[src/rtl/alu_pipe.sv]
// rtl/alu_pipe.sv - multi-cycle ALU: single-cycle arithmetic/logic, iterative shifts and shift-add multiply
module alu_pipe #(
  parameter int WIDTH = 8
) (
  input  logic             clk,
  input  logic             rst,
  input  logic             alu_en,
  input  logic             in_valid,
  output logic             in_ready,
  input  logic [3:0]       opcode,
  input  logic [WIDTH-1:0] A,
  input  logic [WIDTH-1:0] B,
  output logic             out_valid,
  output logic [WIDTH-1:0] result,
  output logic             zero_flag,
  output logic             negative_flag,
  output logic             carry_flag,
  output logic             overflow_flag,
  output logic             busy
);

  localparam int SW = $clog2(WIDTH);

  localparam logic [3:0] OP_ADC = 4'b0000;
  localparam logic [3:0] OP_SBC = 4'b0001;
  localparam logic [3:0] OP_MUL = 4'b0010;
  localparam logic [3:0] OP_CMP = 4'b0011;
  localparam logic [3:0] OP_ADD = 4'b1000;
  localparam logic [3:0] OP_SUB = 4'b1001;
  localparam logic [3:0] OP_AND = 4'b1010;
  localparam logic [3:0] OP_OR  = 4'b1011;
  localparam logic [3:0] OP_XOR = 4'b1100;
  localparam logic [3:0] OP_NOT = 4'b1101;
  localparam logic [3:0] OP_SHL = 4'b1110;
  localparam logic [3:0] OP_SHR = 4'b1111;

  typedef enum logic [1:0] {
    IDLE  = 2'd0,
    SHIFT = 2'd1,
    MUL   = 2'd2
  } state_t;

  state_t state;

  logic [WIDTH-1:0]   sh_val;
  logic               sh_left;
  logic [SW-1:0]      sh_cnt;
  logic [2*WIDTH-1:0] mul_acc;
  logic [2*WIDTH-1:0] mul_mcand;
  logic [WIDTH-1:0]   mul_mplier;
  logic [SW-1:0]      mul_cnt;

  logic [SW-1:0]      shamt;
  logic [WIDTH:0]     cin;
  logic [WIDTH:0]     usum;
  logic [WIDTH:0]     udiff;
  logic [WIDTH-1:0]   sc_res;
  logic               sc_c;
  logic               sc_v;
  logic               sc_wr_res;
  logic               sc_wr_flags;
  logic [WIDTH-1:0]   sh_next;
  logic               sh_out;
  logic [2*WIDTH-1:0] mul_sum;

  assign in_ready = (state == IDLE) && alu_en;
  assign busy     = (state != IDLE);
  assign shamt    = B[SW-1:0];

  // Carry flag feeds ADC as carry-in and SBC as borrow-in.
  assign cin   = {{WIDTH{1'b0}}, ((opcode == OP_ADC) || (opcode == OP_SBC)) && carry_flag};
  assign usum  = {1'b0, A} + {1'b0, B} + cin;
  assign udiff = {1'b0, A} - {1'b0, B} - cin;

  always_comb begin
    sc_res      = result;
    sc_c        = 1'b0;
    sc_v        = 1'b0;
    sc_wr_res   = 1'b0;
    sc_wr_flags = 1'b0;
    case (opcode)
      OP_ADD, OP_ADC: begin
        sc_res      = usum[WIDTH-1:0];
        sc_c        = usum[WIDTH];
        sc_v        = (A[WIDTH-1] == B[WIDTH-1]) && (usum[WIDTH-1] != A[WIDTH-1]);
        sc_wr_res   = 1'b1;
        sc_wr_flags = 1'b1;
      end
      OP_SUB, OP_SBC, OP_CMP: begin
        sc_res      = udiff[WIDTH-1:0];
        sc_c        = udiff[WIDTH];
        sc_v        = (A[WIDTH-1] != B[WIDTH-1]) && (udiff[WIDTH-1] != A[WIDTH-1]);
        sc_wr_res   = (opcode != OP_CMP);
        sc_wr_flags = 1'b1;
      end
      OP_AND, OP_OR, OP_XOR, OP_NOT: begin
        case (opcode)
          OP_AND:  sc_res = A & B;
          OP_OR:   sc_res = A | B;
          OP_XOR:  sc_res = A ^ B;
          default: sc_res = ~A;
        endcase
        sc_wr_res   = 1'b1;
        sc_wr_flags = 1'b1;
      end
      OP_SHL, OP_SHR: begin
        // Only reaches the register when the shift amount is zero.
        sc_res      = A;
        sc_wr_res   = 1'b1;
        sc_wr_flags = 1'b1;
      end
      default: begin
      end
    endcase
  end

  assign sh_next = sh_left ? {sh_val[WIDTH-2:0], 1'b0} : {1'b0, sh_val[WIDTH-1:1]};
  assign sh_out  = sh_left ? sh_val[WIDTH-1] : sh_val[0];
  assign mul_sum = mul_acc + (mul_mplier[0] ? mul_mcand : {2*WIDTH{1'b0}});

  always_ff @(posedge clk) begin
    if (rst) begin
      state         <= IDLE;
      result        <= '0;
      zero_flag     <= 1'b0;
      negative_flag <= 1'b0;
      carry_flag    <= 1'b0;
      overflow_flag <= 1'b0;
      out_valid     <= 1'b0;
      sh_val        <= '0;
      sh_left       <= 1'b0;
      sh_cnt        <= '0;
      mul_acc       <= '0;
      mul_mcand     <= '0;
      mul_mplier    <= '0;
      mul_cnt       <= '0;
    end else if (alu_en) begin
      out_valid <= 1'b0;
      case (state)
        IDLE: begin
          if (in_valid) begin
            if (((opcode == OP_SHL) || (opcode == OP_SHR)) && (shamt != '0)) begin
              state   <= SHIFT;
              sh_val  <= A;
              sh_left <= (opcode == OP_SHL);
              sh_cnt  <= shamt;
            end else if (opcode == OP_MUL) begin
              state      <= MUL;
              mul_acc    <= '0;
              mul_mcand  <= {{WIDTH{1'b0}}, A};
              mul_mplier <= B;
              mul_cnt    <= '0;
            end else begin
              out_valid <= 1'b1;
              if (sc_wr_res) result <= sc_res;
              if (sc_wr_flags) begin
                zero_flag     <= (sc_res == '0);
                negative_flag <= sc_res[WIDTH-1];
                carry_flag    <= sc_c;
                overflow_flag <= sc_v;
              end
            end
          end
        end
        SHIFT: begin
          sh_val <= sh_next;
          sh_cnt <= sh_cnt - SW'(1);
          if (sh_cnt == SW'(1)) begin
            state         <= IDLE;
            out_valid     <= 1'b1;
            result        <= sh_next;
            zero_flag     <= (sh_next == '0);
            negative_flag <= sh_next[WIDTH-1];
            carry_flag    <= sh_out;
            overflow_flag <= 1'b0;
          end
        end
        MUL: begin
          mul_acc    <= mul_sum;
          mul_mcand  <= {mul_mcand[2*WIDTH-2:0], 1'b0};
          mul_mplier <= {1'b0, mul_mplier[WIDTH-1:1]};
          mul_cnt    <= mul_cnt + SW'(1);
          if (mul_cnt == SW'(WIDTH - 1)) begin
            state         <= IDLE;
            out_valid     <= 1'b1;
            result        <= mul_sum[WIDTH-1:0];
            zero_flag     <= (mul_sum[WIDTH-1:0] == '0);
            negative_flag <= mul_sum[WIDTH-1];
            carry_flag    <= (mul_sum[2*WIDTH-1:WIDTH] != '0);
            overflow_flag <= 1'b0;
          end
        end
        default: state <= IDLE;
      endcase
    end else begin
      out_valid <= 1'b0;
    end
  end

endmodule

[config.mk]
export PLATFORM = sky130hd
export DESIGN_NAME = alu_pipe
export DESIGN_NICKNAME = d
export VERILOG_FILES = /design/src/rtl/alu_pipe.sv
export SDC_FILE = /design/constraint.sdc
export NUM_CORES = 1
export LEC_CHECK = 0
export BUFFER_PORTS_ARGS = -buffer_cell sky130_fd_sc_hd__buf_2
export CORE_AREA = 2 2 99 101
export DETAILED_ROUTE_END_ITERATION = 16
export DIE_AREA = 0 0 101 103
export PLACE_DENSITY = 0.87
export SYNTH_ARGS = -nofsm -noshare
export SYNTH_HDL_FRONTEND = slang
export SYNTH_SLANG_ARGS = --single-unit
[constraint.sdc]
create_clock -name clk -period 3.95 [get_ports clk]
set_input_delay 0.1975 -clock clk [delete_from_list [all_inputs] [get_ports clk]]
set_output_delay 0.1975 -clock clk [all_outputs]
set_load 0.02 [all_outputs]
==> results of run 1 <==
[synthesized netlist by cell type (5+ instances only)]
library cell / instances / share of area
nand2_1: 76 / 0.050
nor2_1: 72 / 0.047
dfxtp_1: 70 / 0.25
a21oi_1: 62 / 0.054
ha_1: 53 / 0.12
inv_1: 48 / 0.032
clkbuf_1: 36 / 0.024
a211oi_1: 28 / 0.037
o21ai_0: 28 / 0.025
nand3_1: 25 / 0.022
and2_1: 22 / 0.024
mux2i_1: 19 / 0.033
a21o_1: 11 / 0.014
xnor2_1: 11 / 0.017
a22oi_1: 10 / 0.013
and3_1: 10 / 0.011
nor3_1: 10 / 0.0088
or3_1: 9 / 0.0099
a31oi_1: 8 / 0.0088
nor3b_1: 7 / 0.0092
o21a_1: 7 / 0.0092
a211o_1: 6 / 0.0092
nand2b_1: 6 / 0.0066
nor2b_1: 6 / 0.0066
nor4_1: 6 / 0.0066
o211ai_1: 6 / 0.0079
xor2_1: 6 / 0.0092
a221o_1: 5 / 0.0088
fa_1: 5 / 0.018
nand4_1: 5 / 0.0055
[metrics by stage]
| stage | util | area [µm²] | instances |
|---|---|---|---|
| after floorplan | - | 5713 | 747 |
| after global placement | 0.6306 | 5964 | 868 |
| after detailed placement | 0.6306 | 5964 | 868 |
| after CTS | 0.6554 | 6200 | 883 |
| after global routing | 0.6554 | 6200 | 883 |
| final | 0.6554 | 6200 | 883 |
[state kept, by name (all words and copies together) (netlist names)]
name           count
mul_acc           16
result             8
negative_flag      1
sh_val             8
overflow_flag      1
sh_left            1
state              2
out_valid          1
mul_cnt            3
mul_mplier         8
mul_mcand         16
zero_flag          1
sh_cnt             3
carry_flag         1
[per-layer routing]
metal	wire length, µm	part of all wire
met4	855	0.049
met2	8081	0.47
met1	6990	0.40
met3	1402	0.081
met5	0	0
[worst max path at each step]
stage / start / to / slack, ns / depth (start not counted)
4_1_cts: carry_flag$_SDFFE_PP0P_ / negative_flag$_SDFFE_PP0P_ / 0.84 / 12
5_1_grt: carry_flag$_SDFFE_PP0P_ / negative_flag$_SDFFE_PP0P_ / 0.40 / 12
3_3_place_gp: opcode[1] / negative_flag$_SDFFE_PP0P_ / 0.77 / 14
3_5_place_dp: opcode[1] / negative_flag$_SDFFE_PP0P_ / 0.66 / 14
6_report: carry_flag$_SDFFE_PP0P_ / negative_flag$_SDFFE_PP0P_ / 0.80 / 12
2_1_floorplan: opcode[1] / zero_flag$_SDFFE_PP0P_ / 0.96 / 15
[cell families (layout without fill, tap and decap cells)]
kind of cell / after synthesis / count (layout) / synth area share
buffers and inverters: 88 / 110 / 0.05935
and+or+nand+nor: 273 / 273 / 0.2352
AOI/OAI and AO/OA: 219 / 219 / 0.2613
xor gates and xnor gates: 17 / 17 / 0.02606
DFF: 70 / 70 / 0.2453
adders and majority gates: 58 / 58 / 0.1336
muxes: 22 / 22 / 0.03920
[power by group]
group          switching (mW)  leakage [nW]  internal [mW]
sequential             0.0115         0.565          0.716
clock                   0.295         0.115          0.416
combinational           0.235          1.97          0.131
[cell type report]
type / count / area share
clock buffer: 9 / 0.01998
inverter: 49 / 0.02967
sequential: 70 / 0.2260
clock inverter: 6 / 0.01796
timing repair buffer: 46 / 0.04036
tap: 114 / 0.02301
multi-input combinational: 589 / 0.6430
[critical path, cell delays in order, from the launching register on]
cell and delay [ns]:
dfxtp_1 0.44, nand3_1 0.16, inv_1 0.10, fa_1 0.45, inv_1 0.08, ha_1 0.13
o21ai_0 0.17, a2111oi_0 0.64, o32ai_1 0.18, nor3_1 0.17, a31oi_1 0.14, o221ai_1 0.24
o21ai_0 0.12
==> impl_metrics.toml, run 1 <==
[sta]
final.setup.tns_ns = 0
finalHoldViolCount = 0
hold_ws_ns = 0.1322
layout_min_cycle_time_ns = 3.147
timing.final.ws_setup_ns = 0.8032
slew_violations = 0
finClkSkew_ns = 0.01598
rsz0062_at_grt = "no"
worst_slew_pin_slew_ns = 0.8780
max_freq_mhz = 317.8
finalCritPeriodShare = 0.7967
finalSetupViolCount = 0
slew_headroom = 0.4102

[route]
vias_per_cell = 6.569
ant_nets = 0
drt-pass1-iter-count = 5
routed_wirelength_um = 17330
wire_per_inst_um = 19.63
drc = 0
drt-initial-drc-count = 526
vias = 5800

[cells_and_area]
fillers = 855
final_cell_mix = "nand2_1, nor2_1, dfxtp_1"
final_common_cell = "nand2_1"
nets = 847
ff_latch_area_mm2 = 0.001401
antenna_cells = 0
drive_above_1_share = 0.09883
syn2layout_area_growth_pct = 8.520
multiInputGateArea_mm2 = 0.003986

[clock_tree]
path_clk_slew_ns = 0.09
post-cts-setup-buffers = 0
clockBufferDepth = 2
htree_levels = 3
cts_tree = "built"
cts-buffers-inserted = 9
worstSkewPairLatency_ns = 0.37
cts.sinks = 70
cts.hold.buffers_added = 0
root_buffer = "clkbuf_8"
post_cts_resized = 0

[die]
ios = 39
die_w_um = 101
die_area_mm2 = 0.01040
core-area_mm2 = 0.009459
start_util = 0.6040
die_h_um = 103
rows = 36

[yosys]
ys_types = 72
synth-seq-cells = 70
seq_area_frac_synth = 0.2453
ys_async_sr_fraction = 0
synth_edf_count = 0
synth_area_mm2 = 0.005713
avgSynthCellArea_um2 = 7.648
synth_fp_nets = 829
ys.flop_type = "dfxtp_1"
syn_inst = 747
synth_warnings = 0

[flow_run]
drv_cap = 0

[worst_setup_path]
worstPathMaxFanout = 4
worstRegToRegCells = 12
cp-start-kind = "register"
rr_startpoint = "carry_flag$_SDFFE_PP0P_"
reg2reg_to = "negative_flag$_SDFFE_PP0P_"
rrSetupSlack_ns = 0.80
crit_required_ns = 4.18
criticalPathCategory = "register to register"
end_kind = "register"
worstPathArrival_ns = 3.38

[pwr]
cellPowerDensity_mw_per_mm2 = 291.2
peakVddDrop_v = 0.0001570
power.leakage_nw = 2.647
power_mw = 1.805

[place]
numPortBuffers = 38
dp_slack_ns = 0.6612
hpwl_um = 12830
place.gp.congestion = 0.9795

[grt]
use_met3 = 0.06915
grt_pass1_wl_um = 27090
grt_pass1_vias = 5257
antenna_found_initial = 0
grt_use_met1 = 0.4190
overflow = 0
busiest_layer = "met2"
grt_usage = 0.3383
gr-usage-met2 = 0.5533
grt_max_degree = 44

[hold_path]
hold_depth = 2
hold_end = "out_valid$_SDFF_PP0_"
hp-start = "alu_en"
hold_path.class = "input port to register"

[status]
outcome = "finished, final reports clean"
(Power assumes the default switching activity.)
==> run 2: changes to the inputs <==
clock period = 3.04 ns   (was 3.95 ns; I/O delays follow)
==> impl_metrics.toml, run 2 (same netlist as run 1, synthesis figures left out) <==
[status]
outcome = "finished, final reports clean"

[route]
wire_per_inst_um = 18.71
routed_wirelength_um = 17030
drc = 0
drt-pass1-iter-count = 5
vias = 5899
ant_nets = 0
vias_per_cell = 6.482
drt-initial-drc-count = 576

[sta]
rsz0062_at_grt = "no"
worst_slew_pin_slew_ns = 0.8805
layout_min_cycle_time_ns = 2.971
finClkSkew_ns = 0.007011
slew_headroom = 0.4085
slew_violations = 0
hold_ws_ns = 0.1425
finalCritPeriodShare = 0.9774
finalHoldViolCount = 0
final.setup.tns_ns = 0
finalSetupViolCount = 0
max_freq_mhz = 336.5

[pwr]
power_frac_clock = 0.376
power.leakage_nw = 2.781
pwr-share-comb = 0.219
power_mw = 2.336
internal_power_mw = 1.634
cellPowerDensity_mw_per_mm2 = 362.1
netSwitchingPower_mw = 0.7011
switching_share = 0.3002
p_seq_frac = 0.405
peakVddDrop_v = 0.0001821

[die]
ios = 39
die_h_um = 103
rows = 36
start_util = 0.6040
core-area_mm2 = 0.009459
die_area_mm2 = 0.01040
die_w_um = 101

[grt]
grt_usage = 0.3335
grt_pass1_vias = 5505
grt_pass1_wl_um = 27240
antenna_found_initial = 0
overflow = 0
grt_max_degree = 43

[clock_tree]
worstSkewPairLatency_ns = 0.35
root_buffer = "clkbuf_8"
cts-buffers-inserted = 9
clockBufferDepth = 2
htree_levels = 3
path_clk_slew_ns = 0.08
cts.hold.buffers_added = 0
cts.sinks = 70
cts_tree = "built"

[cells_and_area]
drive_above_1_share = 0.1434
final_cell_mix = "nand2_1, nor2_1, dfxtp_1"
final_common_cell = "nand2_1"
nets = 872
fin_util = 0.6819
reg.largest.list = "mul_acc x16, mul_mcand x16"
syn2layout_area_growth_pct = 12.90

[worst_setup_path]
crit_required_ns = 3.32
end_kind = "register"
rrSetupSlack_ns = 0.07
worstPathMaxFanout = 3
worstPathArrival_ns = 3.25
cp-start-kind = "register"
criticalPathCategory = "register to register"

[place]
place.gp.congestion = 1.010
hpwl_um = 12880
numPortBuffers = 38

[hold_path]
hold_path.class = "input port to register"

[flow_run]
drv_cap = 0
-- run 2: metrics by stage --
stage          cells  area, µm²  setup slack, ns
6_report         910       6450          0.06864
5_1_grt          909       6447         0.004131
4_1_cts          908       6385         0.008545
3_5_place_dp     892       6145          0.03643
3_3_place_gp     892       6145          0.02374
2_1_floorplan    747       5713          0.09539
-- run 2: metal layers --
| metal | GRT usage | vias to the layer above | wire length, µm |
|---|---|---|---|
| met5 | 0 | - | 0 |
| met3 | 0.05966 | 61 | 1455 |
| met4 | 0.1549 | 0 | 787 |
| met1 | 0.4281 | 2698 | 6992 |
| met2 | 0.5472 | 332 | 7795 |
| li1 | - | 2808 | - |
-- run 2: cell type report --
type | instances | area [µm²]
fillers | 816 | 3009
multi-input cells | 589 | 4045
clock buffers | 11 | 151.4
inverters | 49 | 183.9
diodes | 1 | 2.502
clock inverters | 5 | 81.33
well taps | 114 | 142.6
repair buffers | 71 | 437.9
flip-flops and latches | 70 | 1405
-- run 2: worst paths after layout --
path / startpoint / to / depth (start not counted)
worst min-delay path: alu_en / out_valid$_SDFF_PP0_ / 2
worst max-delay path: carry_flag$_SDFFE_PP0P_ / zero_flag$_SDFFE_PP0P_ / 12
worst min register to register: mul_acc[0]$_SDFFE_PP0P_ / mul_acc[0]$_SDFFE_PP0P_ / 2
worst max register to register: carry_flag$_SDFFE_PP0P_ / zero_flag$_SDFFE_PP0P_ / 12
-- run 2: worst max-delay path, stage by stage (launching register included) --
cell and delay, ns:
dfxtp_4 0.37, nand3_1 0.10, inv_1 0.07, fa_2 0.35, inv_1 0.08, fa_1 0.22
nor2b_1 0.09, o21ai_0 0.14, or3b_2 0.47, a32oi_2 0.29, nand4_1 0.15, or4_1 0.44
o21ai_1 0.13
-- run 2: power groups by stage --
stage                     combinational [mW]  sequential, mW  clock, mW
after floorplan                        0.310           0.972          0
after global placement                 0.470           0.966          0
after detailed placement               0.477           0.966          0
after CTS                              0.481           0.945      0.880
after global routing                   0.556           0.946      0.920
final                                  0.512           0.945      0.878
-- run 2: what timing repair did --
action,4_1_cts,5_1_grt
gates resized for setup,1,15
buffers inserted,0,1
pin swaps,0,4
endpoints found under the setup margin,1,7
==> run 3: changes to the inputs <==
clock period = 2.8 ns   (was 3.04 ns; I/O delays follow)
==> impl_metrics.toml, run 3 (same netlist as run 1, synthesis figures left out) <==
[status]
outcome = "finished, final reports clean"

[die]
die_h_um = 103
core-area_mm2 = 0.009459
start_util = 0.6040
rows = 36
die_w_um = 101
die_area_mm2 = 0.01040
ios = 39

[route]
ant_nets = 0
vias = 6276
drc = 0
routed_wirelength_um = 18540
drt-initial-drc-count = 607
drt-pass1-iter-count = 5
vias_per_cell = 6.634
wire_per_inst_um = 19.60

[pwr]
peakVddDrop_v = 0.0002492
power.leakage_nw = 3.054
cellPowerDensity_mw_per_mm2 = 364.4
power_mw = 2.535

[place]
dp_slack_ns = -0.1269
hpwl_um = 13540
numPortBuffers = 38
place.gp.congestion = 1.038

[cells_and_area]
reg.largest.list = "mul_acc x16, mul_mcand x16"
nets = 910
syn2layout_area_growth_pct = 21.79
final_cell_mix = "nand2_1, nor2_1, buf_4"
drive_above_1_share = 0.2188
fin_util = 0.7356
antenna_cells = 0
final_common_cell = "nand2_1"

[grt]
grt_max_degree = 43
grt_usage = 0.3597
overflow = 0
grt_pass1_vias = 5988
antenna_found_initial = 0
grt_pass1_wl_um = 29500

[sta]
slew_headroom = 0.4710
hold_ws_ns = 0.09699
worst_slew_pin_slew_ns = 0.7936
slew_violations = 0
finalSetupViolCount = 0
rsz0062_at_grt = "yes"
finalCritPeriodShare = 0.9704
finalHoldViolCount = 0
timing.final.ws_setup_ns = 0.08284
max_freq_mhz = 368.0
layout_min_cycle_time_ns = 2.717
finClkSkew_ns = 0.006800

[worst_setup_path]
reg2reg_to = "zero_flag$_SDFFE_PP0P_"
crit_required_ns = 3.09
crit_buf_inv = 1
rr_startpoint = "mul_mplier[0]$_SDFFE_PP0P_"
end_kind = "register"
rrSetupSlack_ns = 0.08
cp-startpoint = "mul_mplier[0]$_SDFFE_PP0P_"
slowest_stage = "or4_4"
criticalPathCategory = "register to register"
crit_path_end = "zero_flag$_SDFFE_PP0P_"
worstRegToRegCells = 11
cp.depth = 11
cp-start-kind = "register"
slowest_delay_ns = 0.55
crit_path_cell_trace = "and2_1, ha_2, fa_2, buf_4, a21o_1, a211oi_2, a21oi_2, or4_4, o41ai_4, nand2_1, o21ai_1"
worstPathMaxFanout = 4
worstPathArrival_ns = 3.01
cpLargestDelayFamily = "compound AO/OA/AOI/OAI gates"

[clock_tree]
worstSkewPairLatency_ns = 0.35
cts-buffers-inserted = 9
root_buffer = "clkbuf_8"
cts_tree = "built"
path_clk_slew_ns = 0.08
cts.sinks = 70
htree_levels = 3
clockBufferDepth = 2
cts.hold.buffers_added = 0

[flow_run]
drv_cap = 0

[hold_path]
hold_path.class = "input port to register"
==> run 3: how the worst min path moves through the flow <==
stage                                from                          to  slack [ns]  cells after the start
2_1_floorplan                         rst      zero_flag$_SDFFE_PP0P_        0.29                      3
3_3_place_gp   mul_mcand[15]$_SDFFE_PP0P_  mul_mcand[15]$_SDFFE_PP0P_        0.44                      2
3_5_place_dp   mul_mplier[7]$_SDFFE_PP0P_  mul_mplier[7]$_SDFFE_PP0P_        0.45                      2
4_1_cts                            alu_en        out_valid$_SDFF_PP0_        0.09                      2
5_1_grt                            alu_en        out_valid$_SDFF_PP0_         0.1                      2
6_report                           alu_en        out_valid$_SDFF_PP0_         0.1                      2
==> run 3: where the power goes <==
group          switching [mW]  leakage, nW  internal (mW)
combinational           0.369         2.38          0.242
sequential             0.0156        0.566           1.01
clock                   0.402        0.109          0.496
total                   0.787         3.05           1.75
==> run 3: per-layer routing <==
layer | track usage | vias to the layer above | wire length (µm)
met1 | 0.4451 | 2943 | 7263
met4 | 0.2131 | 0 | 1010
met2 | 0.5949 | 357 | 8715
met3 | 0.05559 | 94 | 1552
met5 | 0 | - | 0
li1 | - | 2882 | -
==> run 3: stage by stage <==
stage | setup TNS, ns | instance area (µm²) | std cells
5_1_grt | -0.02401 | 6958 | 946
6_report | 0 | 6958 | 946
2_1_floorplan | 0 | 5728 | 747
3_5_place_dp | -0.3817 | 6432 | 928
4_1_cts | -0.008111 | 6749 | 947
3_3_place_gp | -0.2113 | 6432 | 928
==> run 3: final cells by class <==
type	instances	area, µm²
Multi-Input combinational cell	589	4274
Fill cell	716	2501
Tap cell	114	142.6
Timing Repair Buffer	109	739.5
Clock inverter	6	87.58
Inverter	49	183.9
Clock buffer	9	123.9
Sequential cell	70	1406
==> run 3: what timing repair did <==
action	in CTS	in global routing
hold endpoints to repair	0	0
setup buffers	5	1
pin swaps	10	19
resized for setup	19	39
setup endpoints to repair	6	9
cloned	0	0
